### config.mk
export PLATFORM = sky130hd
export DESIGN_NAME = uart_tx
export DESIGN_NICKNAME = d
export VERILOG_FILES = /design/src/rtl/uart_tx_pkg.sv /design/src/rtl/uart_tx_baud_tick_gen.sv /design/src/rtl/uart_tx.sv
export SDC_FILE = /design/constraint.sdc
export NUM_CORES = 1
export LEC_CHECK = 0
export ABC_AREA = 1
export CAP_MARGIN = 25
export CORE_MARGIN = 2
export CORE_UTILIZATION = 40
export DETAILED_ROUTE_END_ITERATION = 8
export GPL_ROUTABILITY_DRIVEN = 0
export SLEW_MARGIN = 20
export SYNTH_ARGS = -nofsm -noshare
export SYNTH_HDL_FRONTEND = slang
export SYNTH_HIERARCHICAL = 1
export SYNTH_SLANG_ARGS = --single-unit
export TNS_END_PERCENT = 1
### constraint.sdc
create_clock -name clk -period 5.05 [get_ports clk]
set_input_delay 1.01 -clock clk [delete_from_list [all_inputs] [get_ports clk]]
set_output_delay 1.01 -clock clk [all_outputs]
set_load 0.005 [all_outputs]
### src/rtl/uart_tx_pkg.sv
//==============================================================================
// Module      : uart_tx_pkg
// Description : Shared definitions for the UART transmitter: the LOG2_CEIL
//               helper macro, the FSM state encoding constants and the state
//               enum built from them.
// Ports       : none (package)
// Revision    : 1.0 - initial release
//==============================================================================
`default_nettype none

`ifndef LOG2_CEIL
`define LOG2_CEIL(x) ($clog2(x))
`endif

package uart_tx_pkg;

    // State encoding, kept as explicit constants so other blocks can decode it.
    localparam logic [2:0] c_ST_IDLE   = 3'd0;
    localparam logic [2:0] c_ST_START  = 3'd1;
    localparam logic [2:0] c_ST_DATA   = 3'd2;
    localparam logic [2:0] c_ST_PARITY = 3'd3;
    localparam logic [2:0] c_ST_STOP   = 3'd4;

    typedef enum logic [2:0] {
        IDLE   = c_ST_IDLE,
        START  = c_ST_START,
        DATA   = c_ST_DATA,
        PARITY = c_ST_PARITY,
        STOP   = c_ST_STOP
    } txState_t;

endpackage

`default_nettype wire

### src/rtl/uart_tx_baud_tick_gen.sv
//==============================================================================
// Module      : baud_tick_gen
// Description : Bit-period divider. Emits a one-cycle tick every DIV clocks
//               while clear is low; clear holds the count at zero so the first
//               tick after clear releases lands exactly DIV cycles later.
// Ports       : clk   - clock, rising edge
//               rst   - asynchronous active-low reset
//               clear - synchronous count clear (held high while idle)
//               tick  - one-cycle pulse at the end of each bit period
// Revision    : 1.0 - initial release
//==============================================================================
`default_nettype none

module baud_tick_gen
    import uart_tx_pkg::*;
#(
    parameter int DIV = 16
) (
    input  logic clk,
    input  logic rst,
    input  logic clear,
    output logic tick
);

    localparam int c_CNT_W = (DIV > 1) ? `LOG2_CEIL(DIV) : 1;
    localparam logic [c_CNT_W-1:0] c_LAST = c_CNT_W'(DIV - 1);

    logic [c_CNT_W-1:0] r_cnt;

    always_ff @(posedge clk or negedge rst) begin
        if (!rst) begin
            r_cnt <= '0;
        end else if (clear || (r_cnt == c_LAST)) begin
            r_cnt <= '0;
        end else begin
            r_cnt <= r_cnt + c_CNT_W'(1);
        end
    end

    // Decoded from the registered count; suppressed while clear is held.
    assign tick = !clear && (r_cnt == c_LAST);

endmodule

`default_nettype wire

### src/rtl/uart_tx.sv
//==============================================================================
// Module      : uart_tx
// Description : UART transmitter. Frame = start bit, BITS data bits LSB first,
//               optional even parity bit, one stop bit. Every bit lasts
//               DIV = CLOCK_RATE/BAUD_RATE clocks.
//               Macro UART_TX_PARITY_EN : when defined, an even-parity bit is
//               sent between the data and stop bits (BITS+3 bit frame);
//               otherwise the frame is BITS+2 bits.
// Ports       : clk      - clock, rising edge
//               rst      - asynchronous active-low reset
//               tx_start - request to send tx_data (accepted only when idle)
//               tx_data  - payload, sampled on acceptance
//               TxD      - registered serial line, idle high
//               tx_busy  - high while a frame is in progress
//               tx_done  - one-cycle pulse at the end of the stop bit
// Revision    : 1.0 - initial release
//==============================================================================
`default_nettype none

module uart_tx
    import uart_tx_pkg::*;
#(
    parameter int BITS       = 8,
    parameter int BAUD_RATE  = 115200,
    parameter int CLOCK_RATE = 50000000
) (
    input  logic            clk,
    input  logic            rst,
    input  logic            tx_start,
    input  logic [BITS-1:0] tx_data,
    output logic            TxD,
    output logic            tx_busy,
    output logic            tx_done
);

    localparam int c_DIV      = CLOCK_RATE / BAUD_RATE;
    localparam int c_BITCNT_W = `LOG2_CEIL(BITS) + 1;
    localparam logic [c_BITCNT_W-1:0] c_LAST_BIT = c_BITCNT_W'(BITS - 1);

    txState_t              r_state;
    logic [BITS-1:0]       r_shiftReg;
    logic [c_BITCNT_W-1:0] r_bitCnt;
    logic                  r_txd;
    logic                  r_busy;
    logic                  r_done;
`ifdef UART_TX_PARITY_EN
    logic                  r_parity;
`endif

    logic w_clear;
    logic w_tick;

    // The divider is held in IDLE, which also covers the acceptance cycle,
    // so the start bit gets a full DIV-cycle period.
    assign w_clear = (r_state == IDLE);

    baud_tick_gen #(
        .DIV (c_DIV)
    ) u_baudTickGen (
        .clk   (clk),
        .rst   (rst),
        .clear (w_clear),
        .tick  (w_tick)
    );

    always_ff @(posedge clk or negedge rst) begin
        if (!rst) begin
            r_state    <= IDLE;
            r_shiftReg <= '0;
            r_bitCnt   <= '0;
            r_txd      <= 1'b1;
            r_busy     <= 1'b0;
            r_done     <= 1'b0;
`ifdef UART_TX_PARITY_EN
            r_parity   <= 1'b0;
`endif
        end else begin
            r_done <= 1'b0;
            case (r_state)
                IDLE: begin
                    // tx_done cycle is already IDLE, so a waiting request
                    // starts the next frame with no extra idle bit.
                    if (tx_start) begin
                        r_shiftReg <= tx_data;
                        r_bitCnt   <= '0;
                        r_txd      <= 1'b0;
                        r_busy     <= 1'b1;
                        r_state    <= START;
`ifdef UART_TX_PARITY_EN
                        r_parity   <= ^tx_data;
`endif
                    end
                end
                START: begin
                    if (w_tick) begin
                        r_txd      <= r_shiftReg[0];
                        r_shiftReg <= r_shiftReg >> 1;
                        r_state    <= DATA;
                    end
                end
                DATA: begin
                    if (w_tick) begin
                        if (r_bitCnt == c_LAST_BIT) begin
                            r_bitCnt <= '0;
`ifdef UART_TX_PARITY_EN
                            r_txd    <= r_parity;
                            r_state  <= PARITY;
`else
                            r_txd    <= 1'b1;
                            r_state  <= STOP;
`endif
                        end else begin
                            r_bitCnt   <= r_bitCnt + c_BITCNT_W'(1);
                            r_txd      <= r_shiftReg[0];
                            r_shiftReg <= r_shiftReg >> 1;
                        end
                    end
                end
`ifdef UART_TX_PARITY_EN
                PARITY: begin
                    if (w_tick) begin
                        r_txd   <= 1'b1;
                        r_state <= STOP;
                    end
                end
`endif
                STOP: begin
                    if (w_tick) begin
                        r_busy  <= 1'b0;
                        r_done  <= 1'b1;
                        r_state <= IDLE;
                    end
                end
                default: begin
                    r_txd   <= 1'b1;
                    r_busy  <= 1'b0;
                    r_state <= IDLE;
                end
            endcase
        end
    end

    assign TxD     = r_txd;
    assign tx_busy = r_busy;
    assign tx_done = r_done;

endmodule

`default_nettype wire

# Yosys cells after proc, flatten, opt, wreduce, memory -nomap -nowiden
# Cells that the tools add are included.
[totals]
out_inout_bits = 3
ff_bits = 27
wordCells = 60
in_bits = 11
[classes]
n_eq_ne = 11
n_mux = 26
bitwise = 2
n_reduce_logical = 12
add_sub_neg = 2
[op_table]
columns = ["cell", "n"]
rows = [
  ["$mux 8", 4],
  ["$pmux 8 s3", 1],
  ["$mux 3", 5],
  ["$mux 4", 3],
  ["$pmux 3 s4", 1],
  ["$reduce_and 5->1", 2],
  ["$add 9x1->9 const B", 1],
  ["$eq 9x9->1 const B", 1],
  ["$mux 9", 1],
  ["$mux 1", 8],
  ["$pmux 4 s2", 1],
  ["$ne 2x1->1 const B", 3],
  ["$ne 2x2->1 const B", 3],
  ["$reduce_and 3->1", 2],
  ["$add 4x1->4 const B", 1],
  ["$eq 4x3->1 const B", 1],
  ["$pmux 1 s4", 1],
  ["$reduce_and 4->1", 1],
  ["$eq 3x1->1 const B", 1],
  ["$eq 3x2->1 const B", 1],
  ["$eq 3x3->1 const B", 1],
  ["$logic_not 3->1", 1],
  ["$pmux 1 s3", 1],
  ["$reduce_bool 3->1", 1],
  ["6 further kinds", 7],
]

# Longest topological paths before layout
[logic_depth]
word_depth = 5
ltp_mapped = 12
mapped_depth_nobuf = 12

# Cells and area by module
# Netlist, hierarchy kept.
[by_module_without_submodules]
columns = ["module", "area_each_um2", "seq_area_each_um2", "instances", "cells_per_inst"]
rows = [
  ["uart_tx", 1069.8, 451.7, 1, 132],
  ["baud_tick_gen", 508.0, 225.2, 1, 68],
]

# Least setup slack after synthesis
# Ideal clock, no wire load.
[synth_path]
path_kind = "reg-to-reg"
start = "register u_baudTickGen.r_cnt[0]"
end = "register r_shiftReg[0]"
path_slack_ns = 3.414
synth_period_minus_slack_ns = 1.636
stages_incl_launch_ff = 12
path_buffers = 0
setup_ns = 0.065
arrival_ns = 1.572
t_required_ns = 4.985
cell_sequence = "dfrtp_1 ha_1 nand2_1 nor2_1 nand2_1 nor2_1 inv_1 nand3_1 nand2_1 nor2_8 nand3_1 nand2_1"
[synth_between]
elab_chain_len = 4
word_cells_on_any_way = 5
classes_between = "eq/ne (3); reduce/logical (2)"
[synth_rtl]
columns = ["item", "line_no", "text"]
rows = [
  ["start, declared", "uart_tx_baud_tick_gen.sv:28", "logic [c_CNT_W-1:0] r_cnt;"],
  ["start signal, assigned", "uart_tx_baud_tick_gen.sv:36", "r_cnt <= r_cnt + c_CNT_W'(1);"],
  ["$eq 9x9->1 *", "uart_tx_baud_tick_gen.sv:41", "assign tick = !clear && (r_cnt == c_LAST);"],
  ["$logic_and 1x1->1 *", "uart_tx_baud_tick_gen.sv:41", ""],
  ["via w_tick", "uart_tx.sv:51", "logic w_tick;"],
  ["$ne 2x1->1 (no line)", "--", ""],
  ["$reduce_and 5->1 (no line) *", "--", ""],
  ["end signal, assigned", "uart_tx.sv:84", "r_shiftReg <= tx_data;"],
  ["end signal, assigned", "uart_tx.sv:97", "r_shiftReg <= r_shiftReg >> 1;"],
  ["end signal, assigned", "uart_tx.sv:115", "r_shiftReg <= r_shiftReg >> 1;"],
  ["end, declared", "uart_tx.sv:41", "logic [BITS-1:0] r_shiftReg;"],
]
# Mark *: on every way through the listed nets, which the timed path passes. The rest lies on a longest branch.
# A chain may end at the register's enable or synchronous reset.

# Final worst setup path
[layout_path]
start = "register r_txd, in the netlist TxD"
end = "output port TxD"
[layout_rtl]
columns = ["item", "line_no", "text"]
rows = [
  ["start, declared", "uart_tx.sv:43", "logic r_txd;"],
  ["start signal, assigned", "uart_tx.sv:96", "r_txd <= r_shiftReg[0];"],
  ["start signal, assigned", "uart_tx.sv:114", "r_txd <= r_shiftReg[0];"],
  ["end, declared", "uart_tx.sv:31", "output logic TxD,"],
]
# No word-level cell between the ends.

==> reports/qor.yml <==
status: "finished clean"
worstPathMaxFanout: 2
h-tree-depth: 1
wl_per_cell_um: 11.7
fin_area_um2: 1810
root_buffer: "clkbuf_8"
period_share: 0.461
rsz0062_at_grt: "false"
rr_startpoint: "u_baudTickGen/r_cnt[0]"
yosysMostFrequentCell: "nand2_1"
rr_worst_depth: 11
hold_viol_final: 0
cts_tree: "done"
numCtsBuffers: 3
critPathCaptureType: "output port"
path_buf_inv: 1
track_usage: 0.161
placement.io_buffers: 13
grt_max_degree: 28
grt_antenna_before_repair: 0
synth_edf_count: 0
cp_slowest_cell: "dfstp_2"
worst_slew_pin_slew_ns: 0.518
core_um2: 3720
netlist_instances: 200
fillCellCount: 375
clk_latency_ns: 0.26
fin_ws_ns: 2.72
async_reset_ff_frac: 1.00
first_global_vias: 1295
maxSlewViolCount: 0
ys_warn_count: 6
dieWidth_um: 66.8
finalPower_uw: 948
final_util: 0.487
ys_seq_area_frac: 0.429
power.density_nw_per_um2: 524
timing.fmax_mhz: 430
final_antenna_net_count: 0
syn_area_per_cell_um2: 7.89
synth.top_cell.area_share: 0.412
clockBufferDepth: 2
hold_buffers: 0
skew_ns: 0.00354
peakVddDrop_uv: 329
drt-total-wl_um: 3110
crit_path_start: "TxD"
p_leak_uw: 0.000885
max_stage_delay_ns: 0.55
post_cts_buffers: 0
drive_above_1_share: 0.138
ys_ff_latch: 27
post-route-drc-count: 0
hold_path_class: "reg2reg"
reg2reg_slack_ns: 3.16
dieArea_um2: 4460
worstSetupPathType: "reg2out"
grt_pass1_wl_um: 5610
period_minus_slack_ns: 2.33
yosysUniqueCellTypes: 24
grt.overflow.total: 0
required_ns: 4.04
synth-main-ff-cell: "dfrtp_1"
ctsResizeCount: 0
num_antenna_cells: 0
io_pins: 14
drtIter0Drc: 59
dieHeight_um: 66.8
arrival_ns: 1.32
maxSlewHeadroom: 0.655
setup_viol: 0
fin_nets: 232
crit_path_end: "TxD"
yosysTopAreaCell: "dfrtp_1"
dpl_cell_area_um2: 1760
hpwl_um: 2370
std_cell_rows: 22
r2r_end: "r_shiftReg[1]"
synthesis.nets: 214
vias_per_cell: 4.94
synth_area_leaders: "dfrtp_1 (41%), nand2_1 (16%), nand3_1 (9.5%)"
dr.pass1.iters: 4
cts.sink_count: 27
place_ws_ns: 2.89
fin_setup_tns_ns: 0
vias: 1310
cp.depth: 1
path_clk_slew_ns: 0.09
start_util: 0.425
syn2layout_area_growth_pct: 14.7
syn_area_um2: 1580
cp_top_family: "flip-flops"
cap_violations: 0
synthTopCellsByCount: "nand2_1 (67), nand3_1 (30), dfrtp_1 (26)"
cp_cell_sequence: "clkdlybuf4s50_1"
startpoint_type: "flip-flop"
[state kept, by name (all words and copies together) (netlist names)]
signal	flops
r_bitCnt	4
u_baudTickGen/r_cnt	9
tx_done	1
r_state	3
r_shiftReg	8
TxD	1
tx_busy	1
[cells by family (layout without fill, tap and decap cells)]
logic type | count (synthesis) | in the layout | share of synthesized area
and+or+nand+nor | 139 | 139 | 0.447
AOI/OAI and AO/OA | 8 | 8 | 0.0278
adders and majority gates | 3 | 3 | 0.0238
buffers and inverters | 19 | 36 | 0.0500
DFF | 27 | 27 | 0.429
xor gates and xnor gates | 4 | 4 | 0.0222
[through the flow]
step,std cells,hold slack (ns)
after floorplan,200,0.449
after global placement,261,0.463
after detailed placement,261,0.463
after CTS,265,0.478
after global routing,265,0.508
final,265,0.477
[report_power, final]
group          switching, µW  total (µW)  internal (µW)
Combinational            297         473            176
Sequential              70.7         355            285
Clock                   63.2         120           56.4
Total                    431         948            517
[per-layer routing]
layer / vias up / share of wire / track usage
met1: 623 / 0.46 / 0.210
met3: 2 / 0.036 / 0.0389
met4: 0 / 0.0080 / 0.0332
met5: - / 0 / 0
li1: 669 / - / -
met2: 16 / 0.50 / 0.271
[tightest hold or removal path, stage by stage, from the launching register on]
cell,delay (ns)
dfstp_2,0.38
nand2_1,0.06
nand2_1,0.04
[placed cells by master, fill, tap and decap left out]
cell type | Yosys | final
dfstp_2 | 1 | 1
or2_2 | 1 | 1
nand3_1 | 30 | 30
clkbuf_1 | 0 | 1
nand2_2 | 7 | 7
a21oi_1 | 2 | 2
nor2_8 | 2 | 2
nand2_1 | 67 | 67
a21oi_2 | 1 | 1
buf_4 | 0 | 1
dfrtp_1 | 26 | 26
inv_2 | 3 | 3
o21ai_1 | 2 | 2
nor2_2 | 1 | 1
nand2_4 | 5 | 5
clkbuf_8 | 0 | 3
inv_1 | 15 | 15
xnor2_1 | 2 | 2
o21ai_0 | 3 | 3
ha_1 | 3 | 3
nand4_1 | 3 | 3
nor2_4 | 4 | 4
nor4_1 | 1 | 1
xor2_1 | 2 | 2
nand3_4 | 1 | 1
nor2_1 | 17 | 17
clkdlybuf4s50_1 | 0 | 13
[how the worst min path moves through the flow]
stage	from	to	slack, ns	depth (start not counted)
6_report	TxD	TxD	0.48	2
2_1_floorplan	r_shiftReg[0]	r_shiftReg[0]	0.45	2
5_1_grt	TxD	TxD	0.51	2
4_1_cts	TxD	TxD	0.48	2
3_3_place_gp	tx_busy	tx_busy	0.46	2
3_5_place_dp	tx_busy	tx_busy	0.46	2
[cell type report]
type	instances	area, µm²	share of cell area
inverter	18	67.6	0.0373
timing repair buffer	14	138	0.0761
clock buffer	4	45.0	0.0249
tap	48	60.1	0.0332
multi-input combinational	154	822	0.454
sequential	27	677	0.374
(Power assumes the default switching activity.)
